<file path="config.mk">
export PLATFORM = sky130hd
export DESIGN_NAME = request_unit
export DESIGN_NICKNAME = d
export VERILOG_FILES = /design/src/rtl/cpu_types_pkg.sv /design/src/rtl/request_unit.sv
export SDC_FILE = /design/constraint.sdc
export NUM_CORES = 1
export LEC_CHECK = 0
export BUFFER_PORTS_ARGS = -buffer_cell sky130_fd_sc_hd__buf_2
export CAP_MARGIN = 20
export CELL_PAD_IN_SITES_DETAIL_PLACEMENT = 0
export CELL_PAD_IN_SITES_GLOBAL_PLACEMENT = 1
export CORE_AREA = 2 2 39 41
export DETAILED_ROUTE_END_ITERATION = 10
export DIE_AREA = 0 0 41 43
export MAX_ROUTING_LAYER = met4
export PLACE_DENSITY_LB_ADDON = 0.1
export SYNTH_ARGS = -nofsm -noshare
export SYNTH_HDL_FRONTEND = slang
export SYNTH_SLANG_ARGS = --single-unit
</file>
<file path="constraint.sdc">
create_clock -name CLK -period 4.3 [get_ports CLK]
set_input_delay 0 -clock CLK [delete_from_list [all_inputs] [get_ports CLK]]
set_output_delay 0 -clock CLK [all_outputs]
set_load 0.05 [all_outputs]
</file>
<file path="src/rtl/cpu_types_pkg.sv">
// Shared CPU encodings used by the control path.
//   memtoreg_t      : writeback source select driven by the control unit
//   MEMTOREG_*      : encodings of that select; LOAD marks a memory load
package cpu_types_pkg;
  typedef logic [1:0] memtoreg_t;

  localparam memtoreg_t MEMTOREG_ALU  = 2'b00;
  localparam memtoreg_t MEMTOREG_LOAD = 2'b01;
  localparam memtoreg_t MEMTOREG_PC   = 2'b10;
  localparam memtoreg_t MEMTOREG_LUI  = 2'b11;
endpackage

</file>
<file path="src/rtl/request_unit.sv">
// Memory request unit: turns a decoded load/store into a held data-memory
// request that stays up until the cache answers with dhit.
// Ports:
//   CLK       in   clock, rising edge
//   nRST      in   synchronous active-low reset
//   ihit      in   instruction fetch done; decode signals valid this cycle
//   dhit      in   data access done this cycle
//   MemtoReg  in   writeback source select; LOAD_SEL marks a load
//   MemWrite  in   instruction is a store
//   dmemREN   out  data read request (decoded from registered state)
//   dmemWEN   out  data write request (decoded from registered state)
//   imemREN   out  instruction read request, always asserted
module request_unit
  import cpu_types_pkg::*;
#(
  parameter memtoreg_t LOAD_SEL = MEMTOREG_LOAD
) (
  input  logic      CLK,
  input  logic      nRST,
  input  logic      ihit,
  input  logic      dhit,
  input  memtoreg_t MemtoReg,
  input  logic      MemWrite,
  output logic      dmemREN,
  output logic      dmemWEN,
  output logic      imemREN
);

  typedef enum logic [1:0] {IDLE, DREAD, DWRITE} state_t;

  state_t state, next_state;

  always_ff @(posedge CLK) begin
    if (!nRST) state <= IDLE;
    else       state <= next_state;
  end

  // Only IDLE looks at ihit, so a fetch completing alongside dhit cannot
  // launch a back-to-back request in the same edge.
  always_comb begin
    next_state = state;
    dmemREN    = 1'b0;
    dmemWEN    = 1'b0;
    case (state)
      IDLE: begin
        if (ihit) begin
          if (MemWrite)                 next_state = DWRITE; // store wins
          else if (MemtoReg == LOAD_SEL) next_state = DREAD;
        end
      end
      DREAD: begin
        dmemREN = 1'b1;
        if (dhit) next_state = IDLE;
      end
      DWRITE: begin
        dmemWEN = 1'b1;
        if (dhit) next_state = IDLE;
      end
      default: next_state = IDLE;
    endcase
  end

  assign imemREN = 1'b1;

endmodule

</file>
# Word-level counts from Yosys, hierarchy flattened
# Index checks and enable logic that the tools add are counted.
[classes]
eq_ne = 6
n_mux = 7
reduce_logical = 3
[ops]
columns = ["operator", "count"]
rows = [
  ["$mux W2", 4],
  ["$eq A2 B1 Y1 const B", 2],
  ["$pmux W2 S2", 1],
  ["$ne A3 B3 Y1 const B", 1],
  ["$reduce_and A3 Y1", 1],
  ["$eq A2 B2 Y1 const B", 1],
  ["$logic_not A2 Y1", 1],
  ["$mux W1", 2],
  ["$ne A2 B1 Y1 const B", 1],
  ["$ne A2 B2 Y1 const B", 1],
  ["$reduce_or A2 Y1", 1],
]
[totals]
register_bits = 2
inputBits = 7
word_cells = 17

# Depth between registers and ports, before layout
[depth]
depth_word = 5
mapped_depth = 5
ltp_nobuf = 5

# Least setup slack after synthesis
# No wires, ideal clock.
[synth_timing]
kind = "reg2reg"
start = "register state[0]"
end = "register state[0]"
setup_ns = 0.119
arrival_time_ns = 1.266
slack_ns = 2.915
path_stages_with_launch = 6
path_buffers = 0
synth_period_minus_slack_ns = 1.385
cell_sequence = "dfxtp_1 -> inv_1 -> ha_1 -> nor2b_1 -> or2_1 -> o221a_1"
[synth_between]
elab_chain_cells = 4
elab_cells_between_ends = 9
[synth_rtl]
columns = ["item", "line", "rtl"]
rows = [
  ["from (decl)", "request_unit.sv:31", "state_t state, next_state;"],
  ["from (signal assigned)", "request_unit.sv:35", "else state <= next_state;"],
  ["$eq A2 B2 Y1 / $eq A2 B1 Y1 (equally long branches)", "request_unit.sv:44", "case (state)"],
  ["$reduce_or A2 Y1 (no source line)", "--", ""],
  ["$ne A2 B1 Y1 (no source line)", "--", ""],
  ["$reduce_and A3 Y1 (no source line)", "--", ""],
]
# Several ways; a longest one is shown, not always the timed one.
# A chain may end at the register's enable or synchronous reset.

# Worst setup path in the final report
# Same ends and word-level chain as after synthesis.

==> metrics <==
Antenna Cells 0; CP Class flop to flop; Worst R2R Setup Slack 2.81 ns; clock-pin transition on the worst setup and hold timing paths 0.03 ns; vias in the first global route 184; Max Clock Freq 670 MHz; nets 42; Syn Nets 30; Tot GR Track Use 6.05%; Mapped Cells 20; worst setup path startpoint state[0]$_SDFFE_PN0P_; Area after DPL 219 um2; Setup crit start kind flop; CTS tree built; worst clock skew 0.000304 ns; Max Slew Vio Count 0; hold_sp nRST; Overflow after GRT 0; setup repair bufs after CTS 0; share of the synthesized area in the top cell type 24.1%; via-per-instance ratio 3.37; Setup-failing EPs final 0; initial antenna violation count 0; Synth area leader dfxtp_1; # clock sinks 2; Peak VDD IR 0.0453 mV; Detail Placement HPWL 318 um; die height 43 um; Num CTS Buffers 3; hold buffer count at CTS 0; Leak 0.000114 uW; Routed WL 371 um; commonest non-fill, non-tap cell in the layout buf_2; row cnt 14; Routed Antenna Nets 0; Residual DRC 0; Worst Hold Depth 2; FF+latch count, synth 2; die area 1760 um2; reg-to-reg startpoint state[0]$_SDFFE_PN0P_; share of layout cells above drive strength 1 36.7%; PortBufs 8; DR iter-0 viols 1; reg-to-reg endpoint state[0]$_SDFFE_PN0P_; first-pass GRT wire length 641 um; Reg with most FFs state; worst hold path endpoint state[0]$_SDFFE_PN0P_; clk root buf clkbuf_4; CP arrival 1.60 ns; Area Overhead vs Synth 45.1%; Max clock buf depth 2; Max-Cap Viols 0; number of detailed-route iterations in the first pass 2; power density over cell area 394 nW/um2; core area 1380 um2; final worst path period need 1.49 ns; Tcrit/Tclk final 34.7%; count of cell types in the netlist 14; Die X 41 um; crit-path max FO 3; RD Place Congestion 0.677; Initial Utilization 12.0%; # IOs 10; sequential area share after synthesis 24.1%; PostCTS Resize Cnt 0; pin count of the biggest net entering global routing 5; most frequent cells in the layout buf_2, nor2b_1, ha_1, clkbuf_4; biggest regs state (2); Yosys Warn Count 0; post-route cell area 241 um2; Skew-Pair Late Insertion Delay 0.22 ns; Worst Path Required 4.41 ns; cell area after synthesis 166 um2; detailed-route via count 155; Syn Area/Cell 8.32 um2; drt wl/cell 8.07 um; RSZ-0062 raised after global routing no; crit end category flop; H-Tree Depth 1; max FFs per register 2; run status completed; worst min path class primary input to flop; length in cells of the worst reg-to-reg path 5; final hold vios 0; hold slack 0.0530 ns; ranking of synthesized cells by area dfxtp_1, ha_1, nor2b_1; Total Negative Setup Slacks 0 ns
## cells in the mapped netlist, drive strengths merged
cell type,n
a211oi,1
or2,1
ha,3
o221a,1
buf,1
nor3,1
nand3,1
nand2b,1
conb,1
o22ai,1
dfxtp,2
nand2,1
nor2b,3
inv,2
## layer usage
layer  track usage, %  share of wire, %  vias up
met5                -                 0        -
met4             8.00                 0        0
met3             1.57               5.4        0
met2             7.19                52        5
met1             6.69                42       65
li1                 -                 -       85
## worst max-delay path, cell delays in order (launching register included)
cell and delay (ns):
dfxtp_1 0.37, inv_1 0.08, ha_1 0.28, nor2b_1 0.15, or2_1 0.24, o221a_1 0.26
## through the flow
stage / cells / setup slack [ns] / total power, uW / utilization, %
finish: 46 / 2.81 / 95.1 / 17.5
global route: 46 / 2.71 / 106 / 17.5
CTS: 46 / 2.80 / 98.7 / 17.5
detailed placement: 43 / 2.81 / 55.2 / 15.8
global placement: 43 / 2.81 / 55.4 / 15.8
floorplan: 20 / 2.92 / 48.7 / -
## power breakdown
group | internal (uW) | leakage [uW] | switching, uW
sequential | 21.0 | 0.0000164 | 2.05
clock | 30.7 | 0.0000138 | 9.92
combinational | 11.7 | 0.0000834 | 19.8
total | 63.3 | 0.000114 | 31.8
## worst max-delay path by stage
stage,slack [ns],depth (start not counted),end
floorplan,2.92,5,state[0]$_SDFFE_PN0P_
global placement,2.81,5,state[0]$_SDFFE_PN0P_
detailed placement,2.81,5,state[0]$_SDFFE_PN0P_
CTS,2.80,5,state[0]$_SDFFE_PN0P_
global route,2.71,5,state[0]$_SDFFE_PN0P_
finish,2.81,5,state[0]$_SDFFE_PN0P_
## cell type report
cell class	count	area [um2]
multi-input combinational	15	111
timing repair buffer	8	40.0
inverter	2	7.51
fill	164	1140
clock buffer	3	22.5
sequential	2	40.0
tap	16	20.0
## logic make-up after synthesis
logic type | Yosys count | share of synthesized area (%)
flip-flops | 2 | 24.1
AO/OA/AOI/OAI | 3 | 15.0
adder cells (fa/ha/maj) | 3 | 22.6
AND/OR/NAND/NOR | 8 | 27.1
other | 1 | 2.25
buffers and inverters | 3 | 9.03
Note: power is estimated with default switching activity, not from simulation.
